## src/rtl/bin_to_bcd_seq_pkg.sv

```systemverilog
// Shared definitions for the sequential binary-to-BCD converter.
//   state_e        : FSM encoding (IDLE waits for start, SHIFT runs iterations)
//   ADD3_THRESHOLD : digit value at or above which the add-3 correction applies
//   cnt_width()    : width of the bit counter, able to hold IN_WIDTH itself
//   pow10()        : used to check at elaboration that DIGITS is large enough
package bin_to_bcd_seq_pkg;

  typedef enum logic {
    IDLE  = 1'b0,
    SHIFT = 1'b1
  } state_e;

  localparam logic [3:0] ADD3_THRESHOLD = 4'd5;

  function automatic int cnt_width(input int in_width);
    return $clog2(in_width + 1);
  endfunction

  function automatic longint unsigned pow10(input int n);
    longint unsigned p;
    p = 64'd1;
    for (int i = 0; i < n; i++) p = p * 64'd10;
    return p;
  endfunction

endpackage

```

## src/rtl/bin_to_bcd_seq_digit_adj.sv

```systemverilog
// Combinational add-3 correction for one BCD digit of the double-dabble
// scratch register.
//   digit_in  : current 4-bit scratch digit (0..9)
//   digit_out : digit_in + 3 when digit_in >= 5, else digit_in
// The corrected value is at most 12, so it never carries out of the digit.
module bcd_digit_adj
  import bin_to_bcd_seq_pkg::*;
(
  input  logic [3:0] digit_in,
  output logic [3:0] digit_out
);

  always_comb begin
    digit_out = (digit_in >= ADD3_THRESHOLD) ? digit_in + 4'd3 : digit_in;
  end

endmodule

```

## src/rtl/bin_to_bcd_seq.sv

```systemverilog
// Sequential binary-to-BCD converter (shift-add-3), one input bit per clock.
//   clk     : system clock, rising edge
//   rst_n   : asynchronous active-low reset
//   start   : conversion request, sampled only in IDLE
//   bin_in  : unsigned binary value, captured on the accepting edge
//   busy    : high while a conversion is running
//   done    : one-cycle pulse, bcd_out updated on the same edge
//   bcd_out : packed BCD result, digit k in bits [4k+3:4k] (k=0 is units)
// bcd_out is a separate holding register so downstream seven-segment
// decoders only ever see finished results.
module bin_to_bcd_seq
  import bin_to_bcd_seq_pkg::*;
#(
  parameter int IN_WIDTH = 8,
  parameter int DIGITS   = 3
) (
  input  logic                  clk,
  input  logic                  rst_n,
  input  logic                  start,
  input  logic [IN_WIDTH-1:0]   bin_in,
  output logic                  busy,
  output logic                  done,
  output logic [4*DIGITS-1:0]   bcd_out
);

  localparam int CNT_W = cnt_width(IN_WIDTH);
  localparam int BCD_W = 4 * DIGITS;
  localparam longint unsigned MAX_IN = (64'd1 << IN_WIDTH) - 64'd1;

  // Too few digits would silently truncate the largest inputs.
  if (pow10(DIGITS) <= MAX_IN) begin : g_digits_too_small
    $fatal(1, "bin_to_bcd_seq: DIGITS too small for IN_WIDTH");
  end

  state_e              state_q,   state_d;
  logic [IN_WIDTH-1:0] bin_q,     bin_d;
  logic [BCD_W-1:0]    scratch_q, scratch_d;
  logic [CNT_W-1:0]    cnt_q,     cnt_d;
  logic                busy_q,    busy_d;
  logic                done_q,    done_d;
  logic [BCD_W-1:0]    bcd_q,     bcd_d;

  // Add-3 corrected view of the scratch register, ahead of this edge's shift.
  logic [BCD_W-1:0]    adj;

  for (genvar k = 0; k < DIGITS; k++) begin : g_adj
    bcd_digit_adj u_adj (
      .digit_in  (scratch_q[4*k +: 4]),
      .digit_out (adj[4*k +: 4])
    );
  end

  always_comb begin
    // NOTE: every signal gets a default before any branch, so no path leaves
    // a value unassigned and no latch is inferred.
    state_d   = state_q;
    bin_d     = bin_q;
    scratch_d = scratch_q;
    cnt_d     = cnt_q;
    busy_d    = busy_q;
    done_d    = 1'b0;
    bcd_d     = bcd_q;

    unique case (state_q)
      IDLE: begin
        if (start) begin
          bin_d     = bin_in;
          scratch_d = '0;
          cnt_d     = CNT_W'(IN_WIDTH);
          busy_d    = 1'b1;
          state_d   = SHIFT;
        end
      end
      SHIFT: begin
        {scratch_d, bin_d} = {adj, bin_q} << 1;
        cnt_d              = cnt_q - 1'b1;
        // Last iteration: publish the result and hand back to IDLE.
        if (cnt_q == CNT_W'(1)) begin
          bcd_d   = scratch_d;
          done_d  = 1'b1;
          busy_d  = 1'b0;
          state_d = IDLE;
        end
      end
      default: state_d = IDLE;
    endcase
  end

  // NOTE: state registers use non-blocking assignments so every flop samples
  // the pre-edge value of the others, independent of statement order.
  always_ff @(posedge clk or negedge rst_n) begin
    if (!rst_n) begin
      state_q   <= IDLE;
      bin_q     <= '0;
      scratch_q <= '0;
      cnt_q     <= '0;
      busy_q    <= 1'b0;
      done_q    <= 1'b0;
      bcd_q     <= '0;
    end else begin
      state_q   <= state_d;
      bin_q     <= bin_d;
      scratch_q <= scratch_d;
      cnt_q     <= cnt_d;
      busy_q    <= busy_d;
      done_q    <= done_d;
      bcd_q     <= bcd_d;
    end
  end

  assign busy    = busy_q;
  assign done    = done_q;
  assign bcd_out = bcd_q;

endmodule

```

## config.mk

```make
export PLATFORM = sky130hd
export DESIGN_NAME = bin_to_bcd_seq
export DESIGN_NICKNAME = d
export VERILOG_FILES = /design/src/rtl/bin_to_bcd_seq_pkg.sv /design/src/rtl/bin_to_bcd_seq_digit_adj.sv /design/src/rtl/bin_to_bcd_seq.sv
export SDC_FILE = /design/constraint.sdc
export NUM_CORES = 1
export LEC_CHECK = 0
export CAP_MARGIN = 30
export CORE_ASPECT_RATIO = 0.8
export CORE_MARGIN = 1.5
export CORE_UTILIZATION = 41
export CTS_CLUSTER_SIZE = 10
export DETAILED_ROUTE_END_ITERATION = 12
export PLACE_DENSITY = 0.72
export SYNTH_ARGS = -nofsm -noshare
export SYNTH_HDL_FRONTEND = slang
export SYNTH_SLANG_ARGS = --single-unit
export TNS_END_PERCENT = 30
```

## constraint.sdc

```tcl
create_clock -name clk -period 4.5 [get_ports clk]
set_clock_uncertainty 0.15 [all_clocks]
set_input_delay 0.45 -clock clk [delete_from_list [all_inputs] [get_ports clk]]
set_output_delay 0.45 -clock clk [all_outputs]
set_load 0.1 [all_outputs]
```

==> flow_summary.toml, run 1 <==
[sta]
finalSetupViolations = 0
rsz0062_at_grt = "false"
worst_pin_slew_ps = 965
fin_crit_sh_pct = 64.2
max_slew_margin_pct = 35.5
setup_tns_ps = 0
hold_violations = 0
post-route-min-period_ps = 2890
drv_slew = 0
max_freq_mhz = 346

[setup_path]
crit_family = "simple AND/OR/NAND/NOR gates"
worstSetupStartpointType = "flop"
ff2ff_setup_slack_ps = 1610
crit_required_ps = 4520
cpPeakStageDelay_ps = 920
crit_type = "reg2reg"
critPathBufInv = 2
crit_path_top_delay_cell = "or4b_1"
cp_cell_sequence = "inv_2 > or4b_1 > clkinv_4 > mux2_1"
crit_fanout = 28
cp.arrival_ps = 2910
endpoint_kind = "flop"

[grt]
grt_remaining_overflow = 0
grt_pass1_wl_mm = 5.73
grt_util_all_layers_pct = 15.0
grt_pass1_vias = 1261
antenna_found_initial = 0
grt_max_degree = 40

[place]
io_buffers = 24
dpl_cell_area_sq_um = 2100
dpl.hpwl_mm = 2.16
gp_congestion = 0.747
place_inst = 248

[detailed_routing]
drt_wl_total_mm = 3.16
ant_nets = 0
drtPass1Iterations = 4
via_per_inst = 5.07
wl_per_cell_microns = 12.4
drc = 0
num_vias = 1297
dr.first_iter.drc_count = 116

[floorplanning]
core_sq_um = 4230
start_util_pct = 43.1
dieArea_sq_um = 4860
num_rows = 21
dieHeight_microns = 62.7
pin_count = 25
die_w_microns = 77.6

[synth]
syn_inst = 176
ys_types = 28
synth_seq_area_share_pct = 53.5
syn_nets = 195
synth_area_sq_um = 1820
ys_seq_elements = 39
yosysWarnings = 0
avgSynthCellArea_sq_um = 10.4

[flow_run]
drv_cap = 0

[clock_tree]
cts-htree-levels = 2
cts_resized = 0
clk-insertion-delay-late_ps = 290
post-cts-setup-buffers = 0
cts_tree = "done"
cts-root-buf = "clkbuf_8"
clockBufferDepth = 2
cts_buffers = 5
clk_pin_slew_ps = 70
ctsHoldBuffers = 0
clkSinkCount = 39

[finish]
final_area_sq_um = 2190
diodes = 0
fin_util_pct = 51.7
nets = 217
syn2layout_area_growth_pct = 19.8
final-instance-count-excl-fill = 256
drive_gt1_share_pct = 6.03

[min_path]
hold_class = "in2async"

[status]
status = "complete, no violations"
metal layers:
layer / global-route usage [%] / vias up / wire length (microns)
met4: 6.82 / 0 / 64
li1: - / 646 / -
met5: 0 / - / 0
met1: 20.9 / 622 / 1590
met3: 3.50 / 8 / 87
met2: 22.0 / 21 / 1420
cells in the mapped netlist:
cell type | count | area share, %
mux2_2 | 1 | 0.62
a21oi_1 | 10 | 2.7
or4b_1 | 1 | 0.55
inv_1 | 8 | 1.6
dfrtp_1 | 39 | 53
o31ai_1 | 1 | 0.41
buf_6 | 1 | 0.62
buf_4 | 2 | 0.82
mux2_1 | 3 | 1.9
nand2_1 | 29 | 6.0
clkbuf_1 | 5 | 1.0
clkinv_4 | 1 | 0.48
o21ai_2 | 1 | 0.48
o21ai_0 | 10 | 2.7
o22ai_1 | 10 | 3.4
o21ai_1 | 7 | 1.9
xnor2_1 | 5 | 2.4
nor3b_1 | 7 | 2.9
nand2b_1 | 3 | 1.0
a21o_1 | 3 | 1.2
mux2i_1 | 10 | 5.5
buf_1 | 1 | 0.21
inv_2 | 1 | 0.21
nor3_1 | 3 | 0.82
ha_1 | 8 | 5.5
or3_1 | 1 | 0.34
nor2_1 | 4 | 0.82
buf_2 | 1 | 0.27
layout make-up:
class,count,area (sq um)
clock buffers,7,76.3
clock inverters,1,5.00
fillers,402,2040
inverters,10,42.5
multi-input cells,117,752
flip-flops and latches,39,976
well taps,57,71.3
repair buffers,25,263
layout by cell type, fill, tap and decap left out:
| master | instances |
|---|---|
| buf_2 | 1 |
| clkinv_2 | 1 |
| clkbuf_8 | 5 |
| o21ai_2 | 1 |
| clkinv_4 | 1 |
| or3_1 | 1 |
| nor2_1 | 4 |
| nand2b_1 | 3 |
| nand2_1 | 29 |
| ha_1 | 8 |
| o21ai_0 | 10 |
| a21o_1 | 3 |
| inv_2 | 1 |
| or4b_1 | 1 |
| xnor2_1 | 5 |
| dfrtp_1 | 39 |
| mux2_1 | 3 |
| mux2i_1 | 10 |
| nor3b_1 | 7 |
| mux2_2 | 1 |
| inv_1 | 8 |
| a21oi_1 | 10 |
| o21ai_1 | 7 |
| buf_16 | 1 |
| o31ai_1 | 1 |
| clkdlybuf4s50_1 | 23 |
| nor3_1 | 3 |
| clkbuf_1 | 2 |
| o22ai_1 | 10 |
sequential cells by signal, summed over array words and instances, names as in the netlist:
register / flops
bcd_out: 12
scratch_q: 12
bin_q: 8
cnt_q: 4
busy: 1
done: 1
state_q: 1
through the flow:
step	hold WS, ps	worst slack (ps)
5_1_grt	194	1370
4_1_cts	150	1580
3_3_place_gp	312	1670
2_1_floorplan	4.41	2690
3_5_place_dp	319	1600
6_report	121	1610
logic make-up (layout without fill, tap and decap cells):
| group | Yosys count | after routing | synth area share (%) |
|---|---|---|---|
| AOI/OAI and AO/OA | 42 | 42 | 13.0 |
| muxes | 14 | 14 | 7.96 |
| xor gates and xnor gates | 5 | 5 | 2.40 |
| and+or+nand+nor | 48 | 48 | 12.4 |
| DFF | 39 | 39 | 53.5 |
| buffers and inverters | 20 | 43 | 5.28 |
| adders and majority gates | 8 | 8 | 5.49 |
final timing paths:
| check | from | end | depth (start not counted) |
|---|---|---|---|
| worst max-delay path | state_q | bcd_out[6] | 4 |
| worst min-delay path | rst_n | bcd_out[1] | 1 |
| worst max register to register | state_q | bcd_out[6] | 4 |
| worst min register to register | bin_q[4] | bin_q[5] | 2 |
| max in group asynchronous | rst_n | bcd_out[2] | 1 |
| min in group clk | bin_q[4] | bin_q[5] | 2 |
Power of run 1 is not shown: default switching activity piles up to over one toggle a cycle in this logic, so the estimate is an artifact.
==> inputs of run 2 (changes only) <==
--- a/config.mk
+++ b/config.mk
@@ -11,7 +11,7 @@
 export CORE_UTILIZATION = 41
 export CTS_CLUSTER_SIZE = 10
 export DETAILED_ROUTE_END_ITERATION = 12
-export PLACE_DENSITY = 0.72
+export PLACE_DENSITY = 0.74
 export SYNTH_ARGS = -nofsm -noshare
 export SYNTH_HDL_FRONTEND = slang
 export SYNTH_SLANG_ARGS = --single-unit
==> constraint.sdc (replaced) <==
create_clock -name clk -period 2.6 [get_ports clk]
set_clock_uncertainty 0.15 [all_clocks]
set_input_delay 0.26 -clock clk [delete_from_list [all_inputs] [get_ports clk]]
set_output_delay 0.26 -clock clk [all_outputs]
set_load 0.1 [all_outputs]
==> run 2 against run 1 <==
  * Non-clock buffer count is 4 higher
  * Critical path depth stayed put
  * Clock-buffer cell count is 1 lower
  * Routed wire length grew 1.5%
  * Final cell count rose by 1.2%
  * Die area unchanged
  * Sequential share of layout area up 0.33 points
  * Core utilization fell by 0.38 points
==> flow_summary.toml, run 2 (synthesized netlist as in run 1, its figures left out) <==
[setup_path]
crit_type = "reg2reg"
path_depth = 4
crit_required_ps = 2620
cp_cell_sequence = "inv_2 > or4b_1 > clkinv_4 > mux2_1"
crit_path_top_delay_cell = "or4b_1"
endpoint_kind = "flop"
cpPeakStageDelay_ps = 630
crit_family = "simple AND/OR/NAND/NOR gates"
ff2ff_setup_slack_ps = 720
worstSetupStartpointType = "flop"
cp.arrival_ps = 1900
crit_fanout = 23
rr_startpoint = "state_q"
critPathBufInv = 2
r2r-end = "bcd_out[10]"
rr_worst_depth = 4

[sta]
rsz0062_at_grt = "false"
max_slew_margin_pct = 41.3
worst_pin_slew_ps = 880
setup_tns_ps = 0
finalSetupViolations = 0
hold_violations = 0
fin_crit_sh_pct = 72.2
post-route-min-period_ps = 1880
drv_slew = 0
max_freq_mhz = 532

[grt]
grt_remaining_overflow = 0
grt_util_all_layers_pct = 15.2
grt_max_degree = 40
grt_pass1_vias = 1307
antenna_found_initial = 0
grt_pass1_wl_mm = 5.71

[detailed_routing]
drt_wl_total_mm = 3.21
num_vias = 1293
drc = 0
wl_per_cell_microns = 12.4
dr.first_iter.drc_count = 98
via_per_inst = 4.99
drtPass1Iterations = 4
ant_nets = 0

[place]
gp_congestion = 0.740
io_buffers = 24
dpl.hpwl_mm = 2.19

[flow_run]
drv_cap = 0

[finish]
fillers = 387
nets = 221
final_cell_mix = "dfrtp_1 (39), nand2_1 (29), buf_4 (18)"
diodes = 0
final_common_cell = "dfrtp_1"
drive_gt1_share_pct = 14.9
syn2layout_area_growth_pct = 18.9

[floorplanning]
core_sq_um = 4230
dieHeight_microns = 62.7
start_util_pct = 43.1
dieArea_sq_um = 4860
die_w_microns = 77.6
num_rows = 21
pin_count = 25

[min_path]
hold_class = "reg2reg"
hold_start = "bcd_out[0]"
hold_end = "bcd_out[0]"
hold_depth = 2

[status]
status = "complete, no violations"

[clock_tree]
clkSinkCount = 39
cts_tree = "done"
clk-insertion-delay-late_ps = 290
clockBufferDepth = 2
clk_pin_slew_ps = 80
cts_buffers = 5
cts-root-buf = "clkbuf_8"
cts-htree-levels = 2
post-cts-setup-buffers = 0
run 2: what timing repair did:
action                    in CTS  in global routing
hold buffers                   1                  0
hold endpoints to repair      39                  0
resized for setup              0                  0
run 2: how the worst max path moves through the flow:
stage / start / to
6_report: state_q / bcd_out[10]
4_1_cts: state_q / bcd_out[10]
2_1_floorplan: state_q / bcd_out[10]
3_5_place_dp: start / scratch_q[6]
3_3_place_gp: start / scratch_q[6]
5_1_grt: state_q / bcd_out[10]
run 2: area by class of cell:
class / count / area (sq um) / share of cell area [%]
well taps: 57 / 71.3 / 3.29
multi-input cells: 117 / 752 / 34.7
inverters: 10 / 42.5 / 1.96
clock inverters: 1 / 5.00 / 0.231
clock buffers: 6 / 82.6 / 3.81
flip-flops and latches: 39 / 976 / 45.0
repair buffers: 29 / 240 / 11.1
run 2: through the flow:
step	cells	cell area, sq um	setup WS, ps	hold WS (ps)	util, %
after floorplan	176	1820	793	-186	-
after detailed placement	251	2070	637	275	49.0
final	259	2170	722	333	51.3
after global routing	259	2170	640	355	51.3
after global placement	251	2070	638	278	49.0
after CTS	259	2170	714	338	51.3
run 2: tightest hold or removal path, delay by kind of cell, from the launching register on:
kind,cells,cell delay (ps)
and+or+nand+nor,2,100
DFF,1,350
run 2: routing by layer:
| layer | part of all wire (%) | global-route usage, % |
|---|---|---|
| met2 | 46 | 24.2 |
| met5 | 0 | 0 |
| met4 | 1.4 | 4.77 |
| met1 | 48 | 19.1 |
| met3 | 4.1 | 5.69 |
Power of run 2 is left out for the same reason.
==> inputs of run 3 (changes only) <==
--- a/config.mk
+++ b/config.mk
@@ -11,7 +11,7 @@
 export CORE_UTILIZATION = 41
 export CTS_CLUSTER_SIZE = 10
 export DETAILED_ROUTE_END_ITERATION = 12
-export PLACE_DENSITY = 0.74
+export PLACE_DENSITY = 0.72
 export SYNTH_ARGS = -nofsm -noshare
 export SYNTH_HDL_FRONTEND = slang
 export SYNTH_SLANG_ARGS = --single-unit
==> constraint.sdc (replaced) <==
create_clock -name clk -period 1.9 [get_ports clk]
set_clock_uncertainty 0.15 [all_clocks]
set_input_delay 0.19 -clock clk [delete_from_list [all_inputs] [get_ports clk]]
set_output_delay 0.19 -clock clk [all_outputs]
set_load 0.1 [all_outputs]
==> run 3 against run 2 <==
  * Final cell count up 0.39%
  * Routed wire length is 2.1% lower
  * Via count is 1.5% lower
  * Core utilization rose by 0.30 points
  * Cell area grew 0.58%
  * Critical path depth is 1 higher
  * Non-clock buffer count rose by 2
  * Worst setup slack got worse by 630 ps
  * First-iteration DRC count decreased by 49%
  * Hold slack worse by 110 ps
  * Largest cell class unchanged
  * Clock-buffer cell count is the same
==> flow_summary.toml, run 3 (synthesized netlist as in run 1, its figures left out) <==
[clock_tree]
cts_tree = "done"
clkSinkCount = 39
post-cts-setup-buffers = 0
cts_resized = 0
cts-root-buf = "clkbuf_8"
clockBufferDepth = 2
clk-insertion-delay-late_ps = 280
ctsHoldBuffers = 1
cts_buffers = 5
cts-htree-levels = 2
clk_pin_slew_ps = 70

[finish]
nets = 223
syn2layout_area_growth_pct = 19.6
final_common_cell = "dfrtp_1"
fillers = 394
final_cell_mix = "dfrtp_1 (39), nand2_1 (29), buf_4 (19)"
diodes = 0
drive_gt1_share_pct = 14.8
final_area_sq_um = 2180
fin_util_pct = 51.6

[place]
gp_congestion = 0.759
io_buffers = 24
dpl_cell_area_sq_um = 2100
dpl.hpwl_mm = 2.21
post-place-ws_ps = 102

[setup_path]
crit_fanout = 7
rr_startpoint = "cnt_q[1]"
cp.arrival_ps = 1820
worstSetupStartpointType = "flop"
ff2ff_setup_slack_ps = 90
crit_required_ps = 1920
crit_family = "simple AND/OR/NAND/NOR gates"
critPathBufInv = 2
crit_path_top_delay_cell = "or4b_1"
endpoint_kind = "flop"
r2r-end = "bcd_out[9]"
rr_worst_depth = 5
cp_cell_sequence = "inv_1 > ha_1 > or4b_1 > clkinv_4 > mux2_1"
cpPeakStageDelay_ps = 510
crit_type = "reg2reg"

[detailed_routing]
ant_nets = 0
drt_wl_total_mm = 3.14
wl_per_cell_microns = 12.1
num_vias = 1273
drtPass1Iterations = 4
via_per_inst = 4.90
dr.first_iter.drc_count = 50
drc = 0

[floorplanning]
start_util_pct = 43.1
dieArea_sq_um = 4860
pin_count = 25
num_rows = 21
dieHeight_microns = 62.7
die_w_microns = 77.6
core_sq_um = 4230

[sta]
setup_tns_ps = 0
drv_slew = 0
max_slew_margin_pct = 71.5
setup_slack_ps = 92.3
hold_violations = 0
worst_pin_slew_ps = 427
rsz0062_at_grt = "false"
post-route-min-period_ps = 1810
finalSetupViolations = 0
max_freq_mhz = 553
fin_crit_sh_pct = 95.1

[grt]
grt_remaining_overflow = 0
grt_pass1_wl_mm = 5.51
grt_util_all_layers_pct = 14.2
grt_pass1_vias = 1199
antenna_found_initial = 0
grt_max_degree = 28

[min_path]
hold_class = "in2async"

[flow_run]
drv_cap = 0

[status]
status = "complete, no violations"
==> run 3: worst max path at each step <==
stage / from / endpoint / cells after the start
after floorplan: state_q / bcd_out[10] / 6
after global placement: cnt_q[1] / bcd_out[6] / 5
after detailed placement: cnt_q[1] / bcd_out[9] / 5
after CTS: cnt_q[1] / bcd_out[9] / 5
after global routing: scratch_q[4] / bcd_out[6] / 6
final: cnt_q[1] / bcd_out[9] / 5
==> run 3: area by class of cell <==
type / count / area (sq um) / area share (%)
inverters: 10 / 42.5 / 1.95
clock buffers: 6 / 72.6 / 3.33
repair buffers: 31 / 268 / 12.3
flip-flops and latches: 39 / 976 / 44.7
multi-input cells: 117 / 752 / 34.5
well taps: 57 / 71.3 / 3.27
==> run 3: per-stage QoR <==
| stage | instances | hold WS, ps |
|---|---|---|
| 2_1_floorplan | 176 | -256 |
| 3_3_place_gp | 253 | 1.83 |
| 3_5_place_dp | 253 | 9.72 |
| 4_1_cts | 260 | 232 |
| 5_1_grt | 260 | 268 |
| 6_report | 260 | 220 |
==> run 3: metal layers <==
metal | track usage (%) | vias up | wire length, microns
met5 | 0 | - | 0
met4 | 3.41 | 0 | 28
met3 | 4.53 | 4 | 123
met2 | 20.9 | 17 | 1400
met1 | 20.2 | 596 | 1590
li1 | - | 656 | -
==> run 3: worst register-to-register path, cell delays in order, from the launching register on <==
cell and delay, ps:
dfrtp_1 390, inv_1 80, ha_1 140, or4b_1 510, clkinv_4 110, mux2_1 320
Power of run 3 is left out for the same reason.
